## src/rtl/sec_wb_dnsz_if.sv

```systemverilog
// Wishbone pipelined bus bundle, parameterised on address and data width.
// The master modport drives the request, the slave modport drives the response.
interface sec_wb_dnsz_if #(
    parameter int unsigned ADDRESS_WIDTH = 32,
    parameter int unsigned DATA_WIDTH    = 32
);
    localparam int unsigned SEL_WIDTH = DATA_WIDTH / 8;

    logic                     cyc;
    logic                     stb;
    logic                     we;
    logic [ADDRESS_WIDTH-1:0] addr;
    logic [DATA_WIDTH-1:0]    wdata;
    logic [SEL_WIDTH-1:0]     sel;
    logic                     stall;
    logic                     ack;
    logic                     err;
    logic [DATA_WIDTH-1:0]    rdata;

    modport master (
        output cyc, stb, we, addr, wdata, sel,
        input  stall, ack, err, rdata
    );

    modport slave (
        input  cyc, stb, we, addr, wdata, sel,
        output stall, ack, err, rdata
    );
endinterface

```

## src/rtl/sec_wb_dnsz.sv

```systemverilog
// Wishbone downsizer: one 128-bit transaction replayed as up to four
// 32-bit narrow beats, then answered with a single assembled wide response.
module sec_wb_dnsz #(
    parameter int unsigned ADDRESS_WIDTH = 32,
    parameter int unsigned WIDE_DW       = 128,
    parameter int unsigned SMALL_DW      = 32
) (
    input  logic          clk_i,
    input  logic          rstn_i,
    sec_wb_dnsz_if.slave  wide,
    sec_wb_dnsz_if.master narrow
);
    localparam int unsigned NBEAT  = 4;
    localparam int unsigned SEL_W  = SMALL_DW / 8;
    localparam int unsigned WSEL_W = WIDE_DW / 8;
    localparam int unsigned LA_W   = ADDRESS_WIDTH - 2;

    typedef enum logic [1:0] {IDLE, ISSUE, WAIT, RESP} state_t;

    state_t              state, state_nxt;
    logic [1:0]          beat, beat_nxt;
    logic [NBEAT-1:0]    mask, in_mask;
    logic                we_q, err_q, err_nxt;
    logic [LA_W-1:0]     addr_q;
    logic [WIDE_DW-1:0]  data_q, rbuf;
    logic [WSEL_W-1:0]   sel_q;
    logic                accept;
    logic                first_valid, next_valid;
    logic [1:0]          first_beat, next_beat;
    logic [LA_W-1:0]     addr_src;
    logic [WIDE_DW-1:0]  data_src;
    logic [WSEL_W-1:0]   sel_src;
    logic                we_src;
    logic                unused_addr_hi;

    // The top two wide address bits fall off the narrow address.
    assign unused_addr_hi = ^wide.addr[ADDRESS_WIDTH-1:LA_W];

    assign accept = (state == IDLE) && wide.cyc && wide.stb;
    assign wide.rdata = rbuf;

    // In IDLE the beat lanes come straight from the bus so beat 0 is loaded at accept.
    assign addr_src = (state == IDLE) ? wide.addr[LA_W-1:0] : addr_q;
    assign data_src = (state == IDLE) ? wide.wdata : data_q;
    assign sel_src  = (state == IDLE) ? wide.sel : sel_q;
    assign we_src   = (state == IDLE) ? wide.we : we_q;

    always_comb begin
        in_mask = '0;
        for (int k = 0; k < int'(NBEAT); k++) begin
            in_mask[k] = |wide.sel[k*SEL_W +: SEL_W];
        end
    end

    // Lowest active beat of the incoming request, and next active beat above the current one.
    always_comb begin
        first_valid = 1'b0;
        first_beat  = '0;
        next_valid  = 1'b0;
        next_beat   = '0;
        for (int k = int'(NBEAT) - 1; k >= 0; k--) begin
            if (in_mask[k]) begin
                first_valid = 1'b1;
                first_beat  = 2'(k);
            end
            if (mask[k] && (k > int'(beat))) begin
                next_valid = 1'b1;
                next_beat  = 2'(k);
            end
        end
    end

    always_comb begin
        state_nxt = state;
        beat_nxt  = beat;
        err_nxt   = err_q;
        case (state)
            IDLE: begin
                if (accept) begin
                    err_nxt = 1'b0;
                    if (first_valid) begin
                        state_nxt = ISSUE;
                        beat_nxt  = first_beat;
                    end else begin
                        state_nxt = RESP;
                    end
                end
            end
            ISSUE: begin
                if (!wide.cyc) begin
                    state_nxt = IDLE;
                end else if (!narrow.stall) begin
                    state_nxt = WAIT;
                end
            end
            WAIT: begin
                if (!wide.cyc) begin
                    state_nxt = IDLE;
                end else if (narrow.err) begin
                    state_nxt = RESP;
                    err_nxt   = 1'b1;
                end else if (narrow.ack) begin
                    if (next_valid) begin
                        state_nxt = ISSUE;
                        beat_nxt  = next_beat;
                    end else begin
                        state_nxt = RESP;
                    end
                end
            end
            RESP:    state_nxt = IDLE;
            default: state_nxt = IDLE;
        endcase
    end

    always_ff @(posedge clk_i or negedge rstn_i) begin
        if (!rstn_i) begin
            state        <= IDLE;
            beat         <= '0;
            mask         <= '0;
            we_q         <= 1'b0;
            err_q        <= 1'b0;
            addr_q       <= '0;
            data_q       <= '0;
            sel_q        <= '0;
            rbuf         <= '0;
            wide.stall   <= 1'b0;
            wide.ack     <= 1'b0;
            wide.err     <= 1'b0;
            narrow.cyc   <= 1'b0;
            narrow.stb   <= 1'b0;
            narrow.we    <= 1'b0;
            narrow.addr  <= '0;
            narrow.wdata <= '0;
            narrow.sel   <= '0;
        end else begin
            state <= state_nxt;
            beat  <= beat_nxt;
            err_q <= err_nxt;
            if (accept) begin
                mask   <= in_mask;
                addr_q <= wide.addr[LA_W-1:0];
                data_q <= wide.wdata;
                sel_q  <= wide.sel;
                we_q   <= wide.we;
                rbuf   <= '0;
            end else if ((state == WAIT) && wide.cyc && narrow.ack && !we_q) begin
                rbuf[32'(beat)*SMALL_DW +: SMALL_DW] <= narrow.rdata;
            end

            // Outputs are registered from the next state so they line up with it.
            wide.stall <= (state_nxt != IDLE);
            wide.ack   <= (state_nxt == RESP) && !err_nxt;
            wide.err   <= (state_nxt == RESP) && err_nxt;
            narrow.cyc <= (state_nxt == ISSUE) || (state_nxt == WAIT);
            narrow.stb <= (state_nxt == ISSUE);
            if (state_nxt == ISSUE) begin
                narrow.we    <= we_src;
                narrow.addr  <= {addr_src, beat_nxt};
                narrow.wdata <= data_src[32'(beat_nxt)*SMALL_DW +: SMALL_DW];
                narrow.sel   <= sel_src[32'(beat_nxt)*SEL_W +: SEL_W];
            end else if (state_nxt != WAIT) begin
                narrow.we <= 1'b0;
            end
        end
    end
endmodule

```

## src/flat_wrapper.sv

```systemverilog
// flat-port wrapper written by rule: the top's interface ports become plain ports
module sec_wb_dnsz_flat 
#(
    parameter int unsigned ADDRESS_WIDTH = 32,
    parameter int unsigned WIDE_DW       = 128,
    parameter int unsigned SMALL_DW      = 32
)
  (clk_i, rstn_i, wide_cyc, wide_stb, wide_we, wide_addr, wide_wdata, wide_sel, wide_stall, wide_ack, wide_err, wide_rdata, narrow_cyc, narrow_stb, narrow_we, narrow_addr, narrow_wdata, narrow_sel, narrow_stall, narrow_ack, narrow_err, narrow_rdata);
  sec_wb_dnsz_if #(.ADDRESS_WIDTH(ADDRESS_WIDTH), .DATA_WIDTH(128)) wide_i ();
  sec_wb_dnsz_if #(.ADDRESS_WIDTH(ADDRESS_WIDTH), .DATA_WIDTH(32)) narrow_i ();
  input  logic clk_i;
  input  logic rstn_i;
  input wire logic [$bits(wide_i.cyc)-1:0] wide_cyc;
  input wire logic [$bits(wide_i.stb)-1:0] wide_stb;
  input wire logic [$bits(wide_i.we)-1:0] wide_we;
  input wire logic [$bits(wide_i.addr)-1:0] wide_addr;
  input wire logic [$bits(wide_i.wdata)-1:0] wide_wdata;
  input wire logic [$bits(wide_i.sel)-1:0] wide_sel;
  output wire logic [$bits(wide_i.stall)-1:0] wide_stall;
  output wire logic [$bits(wide_i.ack)-1:0] wide_ack;
  output wire logic [$bits(wide_i.err)-1:0] wide_err;
  output wire logic [$bits(wide_i.rdata)-1:0] wide_rdata;
  output wire logic [$bits(narrow_i.cyc)-1:0] narrow_cyc;
  output wire logic [$bits(narrow_i.stb)-1:0] narrow_stb;
  output wire logic [$bits(narrow_i.we)-1:0] narrow_we;
  output wire logic [$bits(narrow_i.addr)-1:0] narrow_addr;
  output wire logic [$bits(narrow_i.wdata)-1:0] narrow_wdata;
  output wire logic [$bits(narrow_i.sel)-1:0] narrow_sel;
  input wire logic [$bits(narrow_i.stall)-1:0] narrow_stall;
  input wire logic [$bits(narrow_i.ack)-1:0] narrow_ack;
  input wire logic [$bits(narrow_i.err)-1:0] narrow_err;
  input wire logic [$bits(narrow_i.rdata)-1:0] narrow_rdata;
  assign wide_i.cyc = wide_cyc;
  assign wide_i.stb = wide_stb;
  assign wide_i.we = wide_we;
  assign wide_i.addr = wide_addr;
  assign wide_i.wdata = wide_wdata;
  assign wide_i.sel = wide_sel;
  assign wide_stall = wide_i.stall;
  assign wide_ack = wide_i.ack;
  assign wide_err = wide_i.err;
  assign wide_rdata = wide_i.rdata;
  assign narrow_cyc = narrow_i.cyc;
  assign narrow_stb = narrow_i.stb;
  assign narrow_we = narrow_i.we;
  assign narrow_addr = narrow_i.addr;
  assign narrow_wdata = narrow_i.wdata;
  assign narrow_sel = narrow_i.sel;
  assign narrow_i.stall = narrow_stall;
  assign narrow_i.ack = narrow_ack;
  assign narrow_i.err = narrow_err;
  assign narrow_i.rdata = narrow_rdata;
  sec_wb_dnsz #(.ADDRESS_WIDTH(ADDRESS_WIDTH), .WIDE_DW(WIDE_DW), .SMALL_DW(SMALL_DW)) u_core (.clk_i(clk_i), .rstn_i(rstn_i), .wide(wide_i), .narrow(narrow_i));
endmodule
```

## config.mk

```make
export PLATFORM = sky130hd
export DESIGN_NAME = sec_wb_dnsz_flat
export DESIGN_NICKNAME = d
export VERILOG_FILES = /design/src/rtl/sec_wb_dnsz_if.sv /design/src/rtl/sec_wb_dnsz.sv /design/src/flat_wrapper.sv
export SDC_FILE = /design/constraint.sdc
export NUM_CORES = 1
export LEC_CHECK = 0
export ABC_AREA = 1
export CAP_MARGIN = 20
export CORE_MARGIN = 2
export CORE_UTILIZATION = 35
export DETAILED_ROUTE_END_ITERATION = 8
export REMOVE_ABC_BUFFERS = 1
export SLEW_MARGIN = 5
export SYNTH_ARGS = -nofsm -noshare
export SYNTH_HDL_FRONTEND = slang
export SYNTH_SLANG_ARGS = --single-unit
```

## constraint.sdc

```tcl
create_clock -name clk_i -period 7.72 [get_ports clk_i]
set_input_delay 0.772 -clock clk_i [delete_from_list [all_inputs] [get_ports clk_i]]
set_output_delay 0.772 -clock clk_i [all_outputs]
set_load 0.005 [all_outputs]
```

Yosys cells after proc, flatten, opt, wreduce, memory -nomap -nowiden
Cells that the tools add are included.
{"block": "word_totals", "ff_bits": 386, "input_bits": 216, "word_cells": 97}
{"block": "classes", "add_sub_neg": 1, "n_lt_le_gt_ge": 3, "eq_ne": 7, "shift": 4, "n_mux": 43, "n_reduce_logical": 21}
{"op": "two-way mux 128 bit", "n": 3}
{"op": "bitwise mux 128 bit", "n": 1}
{"op": "variable shift 32 x 34 -> 128 bit (first input constant)", "n": 1}
{"op": "indexed part select 128 x 8 -> 32 bit", "n": 1}
{"op": "indexed part select 32 x 34 -> 128 bit", "n": 1}
{"op": "two-way mux 2 bit", "n": 21}
{"op": "negator 7 -> 34 bit", "n": 1}
{"op": "two-way mux 30 bit", "n": 1}
{"op": "two-way mux 16 bit", "n": 1}
{"op": "OR reduction 4 bit", "n": 4}
{"op": "indexed part select 16 x 5 -> 4 bit", "n": 1}
{"op": "two-way mux 1 bit", "n": 13}
{"op": "logical AND 1 bit", "n": 10}
{"op": "equality test 2 bit (second input constant)", "n": 4}
{"op": "one-hot mux 2 bit (4 select lines)", "n": 1}
{"op": "nonzero test 2 bit", "n": 3}
{"op": "equality test 2 x 1 -> 1 bit (second input constant)", "n": 2}
{"op": "greater-than comparator 2 bit (first input constant)", "n": 2}
{"op": "one-hot mux 2 bit (2 select lines)", "n": 1}
{"op": "greater-than comparator 1 x 2 -> 1 bit (first input constant)", "n": 1}
{"op": "zero test 1 bit", "n": 2}
{"op": "zero test 2 bit", "n": 1}
{"op": "inequality test 2 bit (second input constant)", "n": 1}
{"op": "one-hot mux 1 bit (2 select lines)", "n": 1}
{"op": "logical OR 1 bit", "n": 1}

Depth between registers and ports, before layout
Gate-level depths: netlist of run 1.
{"block": "depth", "word_depth": 13, "depth_mapped": 19, "depth_no_buf": 15}

Worst setup path before layout of run 1
No wires, ideal clock.
{"block": "synth_timing", "kind": "reg-to-reg", "startpoint": "register u_core.beat[0]", "endpoint": "register u_core.narrow.sel[0]", "t_arrival_ps": 2801, "path_slack_ps": 4802, "stages_incl_launch_ff": 17, "path_buffers": 5, "cell_sequence": "dfrtp_1 -> buf_2 -> inv_1 -> buf_2 -> ha_1 -> nand2_1 -> nand3_1 -> a31o_2 -> o31ai_1 -> a31oi_1 -> ha_1 -> clkbuf_1 -> clkinv_1 -> clkbuf_1 -> clkbuf_1 -> nand2_1 -> nand2_1"}
{"block": "synth_between", "elab_chain_len": 11}
{"element": "from (decl)", "line": "sec_wb_dnsz.sv:21", "text": "logic [1:0] beat, beat_nxt;"}
{"element": "from (signal assigned)", "line": "sec_wb_dnsz.sv:138", "text": "beat <= beat_nxt;"}
{"element": "greater-than comparator 2 bit", "line": "sec_wb_dnsz.sv:66", "text": "if (mask[k] && (k > int'(beat))) begin"}
{"element": "logical AND 1 bit", "line": "sec_wb_dnsz.sv:66"}
{"element": "two-way mux 2 bit or two-way mux 1 bit (tied branches) (3 in series)", "line": "sec_wb_dnsz.sv:66"}
{"element": "two-way mux 2 bit", "line": "sec_wb_dnsz.sv:103", "text": "if (next_valid) begin"}
{"element": "two-way mux 2 bit", "line": "sec_wb_dnsz.sv:102", "text": "end else if (narrow.ack) begin"}
{"element": "two-way mux 2 bit", "line": "sec_wb_dnsz.sv:99", "text": "end else if (narrow.err) begin"}
{"element": "two-way mux 2 bit", "line": "sec_wb_dnsz.sv:97", "text": "if (!wide.cyc) begin"}
{"element": "one-hot mux 2 bit (2 select lines) or one-hot mux 2 bit (4 select lines) (tied branches)", "line": "sec_wb_dnsz.sv:77", "text": "case (state)"}
{"element": "indexed part select 16 x 5 -> 4 bit or equality test 2 x 1 -> 1 bit (tied branches)", "line": "sec_wb_dnsz.sv:161, sec_wb_dnsz.sv:157"}
{"element": "to (signal assigned)", "line": "sec_wb_dnsz.sv:161", "text": "narrow.sel <= sel_src[32'(beat_nxt)*SEL_W +: SEL_W];"}
{"element": "to (decl)", "line": "sec_wb_dnsz_if.sv:21", "text": "output cyc, stb, we, addr, wdata, sel,"}
Several ways; a longest one is shown, not always the timed one.
A chain may end at the register's enable or synchronous reset.

Worst setup path in the final report of run 1
{"block": "layout_timing", "startpoint": "register u_core.beat[0]", "endpoint": "register u_core.narrow.we"}
{"block": "layout_between", "elab_chain_len": 12}
{"element": "greater-than comparator 2 bit", "line": "sec_wb_dnsz.sv:66"}
{"element": "logical AND 1 bit", "line": "sec_wb_dnsz.sv:66"}
{"element": "two-way mux 1 bit (2 in series)", "line": "sec_wb_dnsz.sv:66"}
{"element": "two-way mux 1 bit *", "line": "sec_wb_dnsz.sv:66"}
{"element": "two-way mux 2 bit *", "line": "sec_wb_dnsz.sv:103"}
{"element": "two-way mux 2 bit *", "line": "sec_wb_dnsz.sv:102"}
{"element": "two-way mux 2 bit *", "line": "sec_wb_dnsz.sv:99"}
{"element": "two-way mux 2 bit *", "line": "sec_wb_dnsz.sv:97"}
{"element": "one-hot mux 2 bit (4 select lines) *", "line": "sec_wb_dnsz.sv:77"}
{"element": "equality test 2 x 1 -> 1 bit or inequality test 2 bit (tied branches)", "line": "sec_wb_dnsz.sv:157, sec_wb_dnsz.sv:162"}
{"element": "two-way mux 1 bit or nonzero test 2 bit (tied branches)"}
{"element": "to (signal assigned)", "line": "sec_wb_dnsz.sv:158", "text": "narrow.we <= we_src;"}
{"element": "to (decl)", "line": "sec_wb_dnsz_if.sv:21"}
Every way passes the cells marked *; elsewhere a longest branch is shown, timed or not.

==> results of run 1 <==
-- state kept, by name, summed over array words and instances (netlist names), 2 cells and up --
signal               flops
u_core.data_q          128
u_core.wide.rdata      128
u_core.narrow.addr      32
u_core.narrow.wdata     32
u_core.addr_q           30
u_core.sel_q            16
u_core.narrow.sel        4
u_core.mask              3
u_core.beat              2
u_core.state             2
-- area by class of cell --
cell class / count / area (sq um) / share of cell area, %
diodes: 16 / 40.0 / 0.166
well taps: 680 / 851 / 3.52
repair buffers: 438 / 4390 / 18.1
clock buffers: 66 / 1310 / 5.40
clock inverters: 11 / 118 / 0.486
multi-input cells: 1590 / 7190 / 29.7
flip-flops and latches: 385 / 9630 / 39.8
inverters: 173 / 657 / 2.72
-- metrics by stage --
stage / instances / power [mW] / hold WS [ns] / cell area (sq um) / setup slack (ns)
floorplan: 2148 / 3.80 / 0.437 / 17400 / -3.86
global placement: 3264 / 4.77 / 0.449 / 22700 / 2.68
detailed placement: 3265 / 4.81 / 0.455 / 22700 / 2.61
CTS: 3342 / 6.93 / 0.207 / 24100 / 2.92
global route: 3352 / 7.30 / 0.238 / 24200 / 2.60
finish: 3359 / 6.85 / 0.199 / 24200 / 2.96
-- layer usage --
layer / routed length (microns) / part of all wire, % / global-route usage [%]
met1: 25300 / 42 / 27.4
met2: 27700 / 46 / 35.4
met3: 5080 / 8.5 / 6.39
met4: 1680 / 2.8 / 7.91
met5: 135 / 0.23 / 0
-- worst paths after layout --
path | slack, ns | endpoint | depth (start not counted) | start
worst max-delay path | 2.96 | u_core.narrow.we | 12 | u_core.beat[0]
worst min-delay path | 0.20 | u_core.wide.rdata[112] | 1 | rstn_i
worst max register to register | 2.96 | u_core.narrow.we | 12 | u_core.beat[0]
worst min register to register | 0.46 | u_core.addr_q[1] | 2 | u_core.addr_q[1]
max in group asynchronous | 6.04 | u_core.addr_q[17] | 2 | rstn_i
min in group clk_i | 0.46 | u_core.addr_q[1] | 2 | u_core.addr_q[1]
-- logic make-up after synthesis --
kind of cell             share of synthesized area, %
buffers and inverters                            7.59
adder cells (fa/ha/maj)                         0.757
AO/OA/AOI/OAI                                    13.1
flip-flops                                       53.0
AND/OR/NAND/NOR                                  25.5
-- power breakdown --
part	leakage [nW]	internal, mW	switching, mW
clock	0.697	1.23	0.854
sequential	4.96	2.42	0.199
combinational	5.51	0.859	1.29
-- cell usage in the layout, fill, tap and decap left out, types with 2 or more instances in the layout --
master / count
a211oi_1: 2
a21oi_1: 112
a31oi_1: 4
buf_12: 3
buf_4: 19
bufinv_16: 2
clkbuf_1: 11
clkbuf_16: 45
clkbuf_8: 10
clkdlybuf4s50_1: 414
clkinv_2: 5
clkinvlp_4: 2
dfrtp_1: 385
diode_2: 16
ha_1: 10
inv_1: 162
inv_2: 10
inv_6: 2
nand2_1: 617
nand2_2: 6
nand3_1: 308
nand4_1: 5
nor2_1: 163
nor3_1: 2
nor3_4: 2
o21ai_0: 286
o21ai_1: 54
o31ai_1: 8
==> flow_summary_export.csv, run 1 <==
group,metric,value,unit
status,status,"finished, final reports clean",
finish,drive_gt1_share,4.36,%
cts,clock_latency,0.57,ns
worst_setup_path,cp_data_required_time,8.19,ns
grt,antenna_found_initial,21,
sta,period_share,61.6,%
cts,cts_max_level,2,
worst_setup_path,arrival,5.23,ns
grt,grt_pass1_vias,16400,
sta,fin_crit,4.76,ns
floorplanning,ios,418,
worst_setup_path,start_kind,"flip-flop",
sta,finalHoldViolations,0,
yosys,synth.most_common_cell,"nand2_1",
yosys,seq_area_frac_synth,53.0,%
grt,grt_use_total,21.8,%
floorplanning,std_cell_rows,83,
cts,tritoncts,"built",
floorplanning,die_h,232,microns
sta,skew,0.0168,ns
grt,grt_max_degree,191,
finish,finish.utilization,47.1,%
cts,cts_setup_buffers,0,
cts,clock-root-buffer,"clkbuf_16",
yosys,syn-instance-count,2317,
sta,drv_slew,0,
sta,max_freq,0.210,GHz
power_and_ir_drop,ir_drop,0.216,mV
worst_setup_path,path_class,"reg -> reg",
route,wl_per_cell,17.8,microns
route,ant_nets,0,
floorplanning,core,51300,sq um
route,vias,17000,
yosys,yosys-top-cells-area,"dfrtp_1 (53%), nand2_1 (13%), nand3_1 (8.5%)",
worst_setup_path,critPathMaxFanout,72,
sta,rsz0062_at_grt,"no",
yosys,synth_top_cell_by_area,"dfrtp_1",
yosys,syn_avg_cell_area,7.84,sq um
yosys,synth_top_area_share,53.0,%
yosys,syn_area,18200,sq um
worst_setup_path,crit_chain,"buf_4 > inv_1 > ha_1 > nand2_1 > nand3_1 > a31o_2 > o31ai_1 > a31oi_1 > ha_4 > inv_2 > buf_4 > o31ai_1",
yosys,synth_common_cells,"nand2_1 (619), dfrtp_1 (385), nand3_1 (308), o21ai_0 (286), nor2_1 (163)",
worst_setup_path,cp_top_family,"buffers and inverters",
sta,maxSlewHeadroom,27.7,%
route,drc,0,
sta,setup_viol,0,
power_and_ir_drop,power_density,283,nW/um^2
cts,cts.sinks,385,
placement,hpwl,37.0,mm
finish,num-nets-final,2859,
worst_setup_path,worst-path-buf-inv,4,
floorplanning,initial_core_util,35.4,%
floorplanning,die-area,53800,sq um
yosys,synth_seq_cells,385,
route,drtIter0Drc,1224,
worst_setup_path,endpoint_kind,"flip-flop",
min_path,min_path_type,"in -> async",
route,routed_wl,59.8,mm
cts,cts-buffers-inserted,44,
flow_run,maxCapViolCount,0,
power_and_ir_drop,leakage,11.2,nW
placement,io_buffers,415,
grt,overflow,0,
worst_setup_path,slowest_stage,"ha_4",
floorplanning,die_w,232,microns
yosys,synth_flop_cell,"dfrtp_1",
route,first_pass_iters,5,
finish,fillers,4995,
finish,syn_to_final_growth,33.1,%
cts,hold_buffers,0,
worst_setup_path,cp_slowest_stage_delay,0.89,ns
yosys,synth_enable_flop_cells,0,
placement,routabilityCongestion,0.842,
grt,grt_pass1_wl,92.4,mm
cts,clk_pin_slew,0.06,ns
sta,worst_pin_slew,1.08,ns
yosys,yosysUniqueCellTypes,32,
yosys,ys.warnings.count,0,
route,avgViaCountPerCell,5.06,
sta,fin_tns_setup,0,ns
yosys,async_flop_share,100,%
cts,cts_buffer_depth,3,
cts,ctsResizeCount,0,
No activity file was read; power rests on OpenSTA's default activity.
==> inputs of run 2 (changes only) <==
- clock period: 7.72 -> 4.85 ns (I/O delays scaled with it)
==> run 2 against run 1 <==
Against the previous run: via count is 0.37% lower; final cell count is 0.18% higher; first-iteration DRC count is 11% higher; core utilization up 0.14 points; cell area is 0.31% higher; clock skew grew 0.0031 ns; register-to-register slack worse by 1.7 ns; clock power rose by 62%; sequential cell count did not move; critical path type unchanged; largest cell class unchanged.
==> flow_summary_export.csv, run 2 (same netlist as run 1, synthesis figures left out) <==
group,metric,value,unit
status,status,"finished, final reports clean",
finish,drive_gt1_share,4.53,%
cts,clk_pin_slew,0.06,ns
worst_setup_path,worst_r2r_endpoint,"u_core.narrow.sel[3]",
sta,period_share,74.2,%
sta,maxSlewHeadroom,29.7,%
flow_run,maxCapViolCount,0,
finish,fillers,5012,
worst_setup_path,endpoint,"u_core.narrow.sel[3]",
finish,multi_input_area,7190,sq um
floorplanning,die-area,53800,sq um
placement,placed_area,22800,sq um
min_path,hp-start,"u_core.addr_q[8]",
floorplanning,core,51300,sq um
worst_setup_path,r2r-start,"u_core.beat[0]",
power_and_ir_drop,power_density,451,nW/um^2
finish,syn_to_final_growth,33.5,%
floorplanning,initial_core_util,35.4,%
grt,grt_pass1_wl,92.9,mm
placement,hpwl,37.7,mm
floorplanning,ios,418,
finish,ff_latch_area,9630,sq um
power_and_ir_drop,leakage,11.2,nW
placement,io_buffers,415,
finish,num-nets-final,2865,
worst_setup_path,start_kind,"flip-flop",
worst_setup_path,critPathMaxFanout,41,
sta,skew,0.0199,ns
sta,fin_crit,3.60,ns
route,drtIter0Drc,1364,
cts,cts-buffers-inserted,45,
route,drc,0,
finish,finalInstanceArea,24300,sq um
route,first_pass_iters,5,
floorplanning,die_w,232,microns
route,vias,16900,
worst_setup_path,cp-startpoint,"u_core.beat[0]",
worst_setup_path,r2r_slack,1.25,ns
cts,clock-root-buffer,"clkbuf_16",
route,wl_per_cell,17.7,microns
worst_setup_path,cp_data_required_time,5.30,ns
sta,setup_viol,0,
finish,final_common_cell,"nand2_1",
cts,clock_latency,0.58,ns
sta,fin_tns_setup,0,ns
floorplanning,std_cell_rows,83,
placement,routabilityCongestion,0.828,
worst_setup_path,arrival,4.05,ns
grt,grt_max_degree,134,
cts,cts_buffer_depth,3,
sta,rsz0062_at_grt,"no",
placement,placedCellCount,3269,
route,ant_nets,0,
route,routed_wl,59.5,mm
route,avgViaCountPerCell,5.03,
grt,grt_use_total,21.9,%
cts,cts.sinks,385,
sta,worst_pin_slew,1.05,ns
sta,finalHoldViolations,0,
finish,mostFrequentLayoutCells,"nand2_1 (617), clkdlybuf4s50_1 (414), dfrtp_1 (385)",
power_and_ir_drop,ir_drop,0.241,mV
sta,max_freq,0.278,GHz
cts,tritoncts,"built",
finish,fin_cells,3365,
grt,antenna_found_initial,21,
cts,cts_max_level,2,
sta,drv_slew,0,
worst_setup_path,worst_r2r_path_depth,13,
worst_setup_path,endpoint_kind,"flip-flop",
grt,overflow,0,
grt,grt_pass1_vias,16300,
min_path,min_path_type,"reg -> reg",
worst_setup_path,path_class,"reg -> reg",
floorplanning,die_h,232,microns
## run 2: repair_timing
action,4_1_cts,5_1_grt
buffers inserted,0,0
hold buffers,1,0
hold endpoints to repair,4,0
gates resized for setup,0,0
## run 2: critical path, cell delays in order, from the launching register on
cell      delay (ns)
dfrtp_1         0.37
inv_1           0.35
ha_1            0.41
nand2_1         0.12
nand3_1         0.13
a31o_2          0.16
o31ai_1         0.07
a31oi_1         0.35
ha_4            0.40
inv_2           0.43
a211oi_1        0.36
nand2_1         0.09
nand3_1         0.12
a21oi_1         0.07
## run 2: worst min path at each step
stage,slack (ns),endpoint,cells past startpoint
global placement,0.45,u_core.addr_q[7],2
detailed placement,0.45,u_core.addr_q[23],2
CTS,0.45,u_core.addr_q[21],3
finish,0.46,u_core.addr_q[8],2
floorplan,0.19,u_core.addr_q[0],0
global route,0.48,u_core.addr_q[2],3
## run 2: power by group
part           switching [mW]  leakage (nW)  internal [mW]
registers               0.325          4.96           3.86
clock network            1.38         0.700           1.97
logic                    2.03          5.54           1.38
## run 2: stage by stage
stage               hold slack, ns  utilization (%)  worst slack (ns)  power, mW
CTS                          0.453             47.2              1.17       11.1
global route                 0.478             47.3             0.846       11.7
detailed placement           0.453             44.3             0.884       7.66
floorplan                    0.189                -             -6.44       6.05
finish                       0.463             47.3              1.25       10.9
global placement             0.448             44.3             0.919       7.60
## run 2: layout make-up
cell class,count,area share (%)
antenna,11,0.113
clock buffer,67,5.23
clock inverter,16,0.717
inverter,173,2.71
multi-input combinational,1590,29.6
sequential,385,39.7
tap,680,3.51
timing repair buffer,443,18.4
## run 2: metal layers
layer  GRT usage, %  wire (microns)  up-vias
li1               -               -     8168
met1           28.1           25400     8087
met2           35.6           27500      537
met3           6.29            4890      116
met4           6.91            1620       20
met5              0             124        -
==> inputs of run 3 (changes only) <==
- clock period: 4.85 -> 3.21 ns (I/O delays scaled with it)
==> run 3 against run 2 <==
Against the previous run: sequential power is 51% higher; sequential cell count did not move; total power up 53%; count of clock-buffer cells in the layout grew 1; clock power up 53%; clock skew decreased by 0.0046 ns; sequential share of layout area shrank 0.41 points; critical endpoint unchanged.
==> flow_summary_export.csv, run 3 (same netlist as run 1, synthesis figures left out) <==
group,metric,value,unit
sta,max_freq,0.344,GHz
sta,drv_slew,0,
sta,period_share,90.6,%
finish,ff_latch_area,9630,sq um
placement,io_buffers,415,
cts,clock-root-buffer,"clkbuf_16",
finish,multi_input_area,7190,sq um
route,avgViaCountPerCell,5.03,
finish,finish.utilization,47.8,%
floorplanning,die_h,232,microns
floorplanning,ios,418,
grt,grt_pass1_vias,16200,
placement,hpwl,38.7,mm
cts,cts_max_level,2,
route,ant_nets,0,
status,status,"finished, final reports clean",
finish,mostFrequentLayoutCells,"nand2_1 (617), clkdlybuf4s50_1 (414), dfrtp_1 (385)",
grt,antenna_found_initial,15,
power_and_ir_drop,power,16.8,mW
floorplanning,die_w,232,microns
finish,final_common_cell,"nand2_1",
sta,skew,0.0153,ns
floorplanning,std_cell_rows,83,
grt,grt_max_degree,238,
min_path,min_path_type,"in -> async",
cts,cts_buffer_depth,3,
cts,cts.sinks,385,
worst_setup_path,start_kind,"flip-flop",
cts,tritoncts,"built",
sta,fin_crit,2.91,ns
worst_setup_path,slowest_stage,"dfrtp_1",
route,drc,0,
sta,finalHoldViolations,0,
sta,worst_hold_slack,0.304,ns
finish,fillers,4999,
worst_setup_path,crit_chain,"inv_1 > ha_1 > nand2_1 > nand3_1 > a31o_2 > o31ai_1 > a31oi_1 > ha_4 > buf_4 > nand2_1 > nand3_1 > a21oi_1",
sta,worst_pin_slew,1.07,ns
floorplanning,initial_core_util,35.4,%
cts,hold_buffers,1,
placement,routabilityCongestion,0.851,
finish,syn_to_final_growth,34.9,%
sta,setup_viol,0,
power_and_ir_drop,power_density,684,nW/um^2
worst_setup_path,endpoint_kind,"flip-flop",
cts,clk_pin_slew,0.06,ns
route,routed_wl,59.6,mm
cts,cts_setup_buffers,0,
finish,num-nets-final,2883,
route,vias,17000,
worst_setup_path,cp_slowest_stage_delay,0.44,ns
cts,clock_latency,0.57,ns
power_and_ir_drop,leakage,11.4,nW
cts,cts-buffers-inserted,45,
worst_setup_path,path_class,"reg -> reg",
flow_run,maxCapViolCount,0,
finish,drive_gt1_share,5.46,%
cts,ctsResizeCount,0,
route,first_pass_iters,9,
route,drtIter0Drc,1391,
floorplanning,die-area,53800,sq um
floorplanning,core,51300,sq um
worst_setup_path,cp_data_required_time,3.65,ns
power_and_ir_drop,ir_drop,0.390,mV
grt,grt_pass1_wl,92.5,mm
worst_setup_path,critPathMaxFanout,27,
sta,rsz0062_at_grt,"no",
worst_setup_path,arrival,3.35,ns
sta,maxSlewHeadroom,29.0,%
grt,grt_use_total,21.9,%
route,wl_per_cell,17.7,microns
grt,overflow,0,
-- run 3: power by group --
group          internal [mW]  total [mW]  leakage, nW  switching (mW)
clock network           3.06        5.14        0.744            2.08
logic                   2.21        5.31         5.66            3.10
registers               5.83        6.31         4.96           0.485
total                   11.1        16.8         11.4            5.67
-- run 3: cell type report --
class / instances / share of cell area [%]
tap: 680 / 3.47
clock buffer: 68 / 5.65
clock inverter: 15 / 0.459
timing repair buffer: 461 / 19.1
antenna: 6 / 0.0613
multi-input combinational: 1590 / 29.3
inverter: 173 / 2.68
sequential: 385 / 39.3
-- run 3: per-stage QoR --
stage	std cells	TNS, ns	setup WS (ns)	area, sq um
after floorplan	2148	-1409.79	-8.05	17400
after global routing	3374	0	0.000739	24500
after detailed placement	3288	0	0.272	23000
final	3378	0	0.301	24500
after global placement	3288	0	0.401	23000
after CTS	3372	0	0.266	24500
-- run 3: worst paths after layout --
kind                              startpoint                     to  slack, ns  depth (start not counted)
max                           u_core.beat[1]   u_core.narrow.sel[3]       0.30                         12
min                                   rstn_i  u_core.wide.rdata[48]       0.30                          2
max reg2reg                   u_core.beat[1]   u_core.narrow.sel[3]       0.30                         12
min reg2reg                u_core.addr_q[23]      u_core.addr_q[23]       0.47                          2
max in group asynchronous             rstn_i  u_core.narrow.addr[2]       2.05                          3
min in group clk_i            wide_wdata[85]      u_core.data_q[85]       0.33                          3
-- run 3: routing by layer --
metal / share of wire (%) / up-vias / global-route usage [%]
li1: - / 8209 / -
met1: 43 / 8083 / 28.7
met2: 46 / 575 / 35.1
met3: 8.7 / 107 / 5.54
met4: 2.6 / 14 / 7.55
met5: 0.16 / - / 0
-- run 3: worst max-delay path: cells and delay by family, from the launching register on --
kind / cells / cell delay, ns
AOI/OAI and AO/OA: 4 / 0.64
adders and majority gates: 2 / 0.60
buffers and inverters: 2 / 0.55
DFF: 1 / 0.44
and+or+nand+nor: 4 / 0.54
